<file path="config.mk">
export PLATFORM = sky130hd
export DESIGN_NAME = scan_sequencer
export DESIGN_NICKNAME = d
export VERILOG_FILES = /design/src/rtl/scan_pkg.sv /design/src/rtl/mod_counter.sv /design/src/rtl/scan_sequencer.sv
export SDC_FILE = /design/constraint.sdc
export NUM_CORES = 1
export LEC_CHECK = 0
export ABC_AREA = 0
export CELL_PAD_IN_SITES_DETAIL_PLACEMENT = 0
export CELL_PAD_IN_SITES_GLOBAL_PLACEMENT = 1
export CORE_MARGIN = 1.5
export CORE_UTILIZATION = 32
export CTS_BUF_LIST = sky130_fd_sc_hd__clkbuf_8
export CTS_CLUSTER_DIAMETER = 150
export DETAILED_ROUTE_END_ITERATION = 10
export GPL_TIMING_DRIVEN = 0
export PLACE_DENSITY = 0.81
export SLEW_MARGIN = 20
export SYNTH_ARGS = -nofsm -noshare
export SYNTH_HDL_FRONTEND = slang
export SYNTH_HIERARCHICAL = 1
export SYNTH_SLANG_ARGS = --single-unit
</file>
<file path="constraint.sdc">
create_clock -name clk -period 2.39 [get_ports clk]
set_input_delay 0.717 -clock clk [delete_from_list [all_inputs] [get_ports clk]]
set_output_delay 0.717 -clock clk [all_outputs]
set_load 0.02 [all_outputs]
</file>
<file path="src/rtl/scan_pkg.sv">
// Shared sizing helpers and default types for the LED-matrix scan sequencer.
// Consumers: mod_counter, scan_sequencer (optional blanking via SCAN_BLANKING_EN).
package scan_pkg;

    // Counter width for a modulus n: at least one bit, even when n is 1 or 2.
    function automatic int cw(input int n);
        return (n <= 2) ? 1 : $clog2(n);
    endfunction

    // Default geometry of the panel this sequencer was sized for.
    localparam int DEF_PRESCALE     = 6;
    localparam int DEF_ROWS         = 16;
    localparam int DEF_PLANES       = 8;
    localparam int DEF_BLANK_CYCLES = 2;

    // Row / plane index types for the default geometry, for use by the matrix driver.
    typedef logic [cw(DEF_ROWS)-1:0]   row_t;
    typedef logic [cw(DEF_PLANES)-1:0] plane_t;

endpackage

</file>
<file path="src/rtl/mod_counter.sv">
// Modulo-MOD counter with synchronous reset/clear, advance enable and wrap flag.
// wrap is combinational and marks the cycle in which the counter steps from MOD-1 to 0.
module mod_counter
    import scan_pkg::*;
#(
    parameter  int MOD = 2,
    localparam int W   = cw(MOD)
) (
    input  logic         clk,
    input  logic         rst,
    input  logic         clr,
    input  logic         inc,
    output logic [W-1:0] value,
    output logic         wrap
);

    // Full-width terminal value so non-power-of-two moduli never overrun.
    localparam logic [W-1:0] LAST = W'(MOD - 1);

    logic [W-1:0] value_q;
    logic [W-1:0] value_d;

    // Next count: advance on inc, folding back to zero after the terminal value.
    always_comb begin
        value_d = value_q;
        if (inc) begin
            value_d = (value_q == LAST) ? '0 : value_q + 1'b1;
        end
    end

    // Count register; reset and clear both restart from zero.
    always_ff @(posedge clk) begin
        if (rst || clr) begin
            value_q <= '0;
        end else begin
            value_q <= value_d;
        end
    end

    assign value = value_q;
    assign wrap  = inc && (value_q == LAST);

endmodule

</file>
<file path="src/rtl/scan_sequencer.sv">
// Row-scan timing generator: prescaler -> row index -> bit-plane index.
// Optional feature macro: SCAN_BLANKING_EN adds a blank window of BLANK_CYCLES
// enabled cycles after every row change; without it blank is tied low.
module scan_sequencer
    import scan_pkg::*;
#(
    parameter  int PRESCALE     = DEF_PRESCALE,
    parameter  int ROWS         = DEF_ROWS,
    parameter  int PLANES       = DEF_PLANES,
    parameter  int BLANK_CYCLES = DEF_BLANK_CYCLES,
    localparam int RW           = cw(ROWS),
    localparam int FW           = cw(PLANES)
) (
    input  logic          clk,
    input  logic          rst,
    input  logic          en,
    input  logic          clear,
    output logic          tick,
    output logic [RW-1:0] row,
    output logic          row_wrap,
    output logic [FW-1:0] plane,
    output logic          frame_wrap,
    output logic          blank
);

    localparam int PW = cw(PRESCALE);
    localparam int BW = cw(BLANK_CYCLES + 1);

    // Only the prescaler wrap matters outside; its count stays internal.
    logic [PW-1:0] pcnt_unused;
    logic          pre_wrap;
    logic          row_wrap_raw;
    logic          frame_wrap_raw;

    // A restart cycle must not emit flags for the abandoned partial frame.
    logic          restart;
    assign restart = rst || clear;

    mod_counter #(.MOD(PRESCALE)) u_prescale (
        .clk   (clk),
        .rst   (rst),
        .clr   (clear),
        .inc   (en),
        .value (pcnt_unused),
        .wrap  (pre_wrap)
    );

    assign tick = pre_wrap && !restart;

    mod_counter #(.MOD(ROWS)) u_row (
        .clk   (clk),
        .rst   (rst),
        .clr   (clear),
        .inc   (tick),
        .value (row),
        .wrap  (row_wrap_raw)
    );

    // tick is already gated, so the cascaded flags inherit the restart gating.
    assign row_wrap = row_wrap_raw;

    mod_counter #(.MOD(PLANES)) u_plane (
        .clk   (clk),
        .rst   (rst),
        .clr   (clear),
        .inc   (row_wrap),
        .value (plane),
        .wrap  (frame_wrap_raw)
    );

    assign frame_wrap = frame_wrap_raw;

`ifdef SCAN_BLANKING_EN
    localparam logic [BW-1:0] BLANK_LOAD = BW'(BLANK_CYCLES);

    logic [BW-1:0] bcnt_q;
    logic [BW-1:0] bcnt_d;

    // Blank countdown: reload on each row change, drain one per enabled cycle.
    always_comb begin
        bcnt_d = bcnt_q;
        if (tick) begin
            bcnt_d = BLANK_LOAD;
        end else if (en && (bcnt_q != '0)) begin
            bcnt_d = bcnt_q - 1'b1;
        end
    end

    // Blank counter register; a restart opens a fresh blank window.
    always_ff @(posedge clk) begin
        if (restart) begin
            bcnt_q <= BLANK_LOAD;
        end else begin
            bcnt_q <= bcnt_d;
        end
    end

    // Restart cycles blank immediately, even when BLANK_CYCLES is zero.
    assign blank = restart || (bcnt_q != '0);
`else
    // Keeps the blank-length parameter referenced when the window is compiled out.
    logic [BW-1:0] blank_len_unused;
    assign blank_len_unused = BW'(BLANK_CYCLES);
    assign blank            = 1'b0;
`endif

endmodule

</file>
==> metrics.txt, run 1 <==
status=complete, no violations; critical path depth=6; Syn Std Cell Area=499 um2; Die W=42.5 um; # IOs=15; clock sinks=10; Pleak=between 0.3 and 0.4 nW; FMAX=419 MHz; CTS Buf Count=3; Worst R2R Path Depth=8; most common cell after layout, fill and taps aside=dfxtp_1; Fillers=154; Yosys cell types=26; Slowest-stage cell, CP=and4_4; wire length per cell=roughly 12 um; Mean Syn Cell Area=approximately 11 um2; Gate Count Post-Synth=47; crit-path max FO=3; CTS tree=done; GR Overflow Total=0; Final Setup Violations=0; Net Sw Frac=between 10% and 20%; first-pass GRT wire length=1770 um; clock buffer depth=2; unrepaired setup endpoints after global routing=yes; CP bufs+invs=2; hold path depth=2; largest net degree at the start of global routing=10; number of global-route vias before repair=430; initial antenna violation count=0; WHS Endpoint=u_plane/value[1]; global-route usage over all layers=13.2%; die height=around 42 um; DR iter-0 viols=1; crit end category=output pin; Comb power frac=~5.0%; Critical Path AT=1.67 ns; Flop pwr share=a little over two fifths; max_cap viols=0; Clk pwr share=52.8%; post-synthesis sequential area ratio=40.1%; worst r2r dst=u_plane/value[0]; antenna cell count=0; CTS root buf=clkbuf_8; share of cells above drive strength 1=31.9%; min cycle time layout=2.38 ns; Final ANT Viol Nets=0; PwrDens=541 nW/um2; r2r startpoint=u_prescale/value[0]; crit start category=input port; leading cell types in the layout, fill and taps excluded=dfxtp_1 (10), clkdlybuf4s50_1 (7), buf_4 (6), clkbuf_8 (4); vias=424; Core Box Area=~1500 um2; data required time of the critical path=1.67 ns; critical path class=input port to output pin; wirelength, routed=approximately 1000 um; H-tree depth=1; net switching power=0.0000799 W; r2r setup slk=0.42 ns; fin nets=slightly below 80; vias per cell=4.99; drt pass-1 iters=2; syn_nets=54; RePlAce Congestion=0.647; Post-DP HPWL=717 um; P&R area growth vs syn=48.9%; Power, Total=0.000402 W; DIE AREA=1810 um2; Starting Density=33.5%; IO Port Bufs=13; CP Cell Sequence=buf_8 > and4b_2 > nor3b_4 > and4_4 > and2_4 > buf_6; worst hold path class=flip-flop to flip-flop; worst clock skew=0.00259 ns; CP top delay family=simple AND/OR/NAND/NOR gates; row count=14; Skew-Pair Late Insertion Delay=0.24 ns; Slowest Stage Delay on Critical Path=0.24 ns; hold_buf cts=0; Max Slew Vio Count=0; period utilization=99.7%; Hold Fails Final Rpt=0; Synth Register Bits=10; Hold Startpoint=u_plane/value[1]; hold slack=0.504 ns; CTS clock-pin slew for the worst setup and hold paths=0.05 ns; maximum vdd drop=0.452 mV; setup tns final=0 ns; Ys Warns=6; Residual DRC=0; cell internal pwr=0.000322 W
==> cells in the mapped netlist, drive strengths merged <==
cell / instances / area (um2)
nand2b: 2 / 12.5
nand4: 1 / 6.26
and4bb: 1 / 12.5
o21a: 2 / 15.0
buf: 1 / 7.51
dfxtp: 10 / 200
nor3b: 1 / 12.5
a211oi: 2 / 20.0
and4b: 2 / 21.3
nor2: 3 / 11.3
mux2i: 2 / 20.0
xor2: 2 / 17.5
and4: 1 / 11.3
nor3: 4 / 25.0
nand3b: 1 / 7.51
and2: 1 / 6.26
ha: 3 / 37.5
or3: 1 / 6.26
xnor2: 2 / 17.5
or3b: 1 / 8.76
conb: 1 / 3.75
a21boi: 2 / 15.0
nand2: 1 / 3.75
==> per-layer routing <==
| metal | part of all wire, % | vias to the layer above | GRT usage, % |
|---|---|---|---|
| met5 | 0 | - | 0 |
| met4 | 1.7 | 0 | 7.50 |
| met3 | 5.9 | 2 | 4.31 |
| met2 | 45 | 13 | 20.0 |
| met1 | 48 | 195 | 16.3 |
| li1 | - | 214 | - |
==> stage by stage <==
stage | setup slack (ns) | cells | utilization [%] | instance area [um2]
2_1_floorplan | -0.200 | 47 | - | 508
3_3_place_gp | -1.20 | 76 | 44.2 | 658
3_5_place_dp | -1.21 | 76 | 44.2 | 658
4_1_cts | -0.0514 | 83 | 49.1 | 731
5_1_grt | -0.0531 | 85 | 49.9 | 743
6_report | 0.00613 | 85 | 49.9 | 743
==> sequential cells by signal, summed over array words and instances (netlist names) <==
name / cells
u_row/value: 4
u_plane/value: 3
u_prescale/value: 3
==> power groups by stage <==
stage	registers (W)	logic (W)	clock network [W]
finish	0.000170	0.0000200	0.000212
CTS	0.000170	0.0000187	0.000217
detailed placement	0.000173	0.0000196	0
global route	0.000170	0.0000217	0.000230
floorplan	0.000173	0.00000752	0
global placement	0.000173	0.0000193	0
==> final cells by class <==
cell class              count  area [um2]  share of cell area [%]
multi-input cells          36         300                    40.4
flip-flops and latches     10         200                    26.9
repair buffers             18         160                    21.5
clock buffers               4        55.1                    7.41
well taps                  16        20.0                    2.69
plain buffers               1        7.51                    1.01
==> how the worst max path moves through the flow <==
stage                     from  slack (ns)    endpoint
after floorplan             en       -0.20  frame_wrap
after global placement      en       -1.20  frame_wrap
after detailed placement    en       -1.21  frame_wrap
after CTS                  rst       -0.05  frame_wrap
after global routing        en       -0.05  frame_wrap
final                       en       0.006  frame_wrap
==> logic make-up after synthesis <==
family / Yosys count / share of synthesized area, %
AOI/OAI and AO/OA: 6 / 10.0
xor gates and xnor gates: 4 / 7.02
adders and majority gates: 3 / 7.52
buffers and inverters: 1 / 1.50
DFF: 10 / 40.1
muxes: 2 / 4.01
other: 1 / 0.751
and+or+nand+nor: 20 / 29.1
==> tightest hold or removal path, cell delays in order, from the launching register on <==
cell      delay (ns)
dfxtp_1         0.32
nand2b_1        0.07
a211oi_1        0.06
==> what timing repair did <==
| item | in CTS | in global routing |
|---|---|---|
| setup endpoints to repair | 4 | 3 |
| resized for setup | 27 | 3 |
| buffers inserted | 3 | 2 |
| cloned | 0 | 0 |
| pin swaps | 1 | 1 |
(Power assumes the default switching activity.)
==> run 2, diff against run 1 <==
CTS_CLUSTER_DIAMETER = 60   (was 150)
GPL_ROUTABILITY_DRIVEN = 0   (was default)
==> results of run 2 <==
Same layout as run 1: the final DEF is identical, and so are final timing and power.
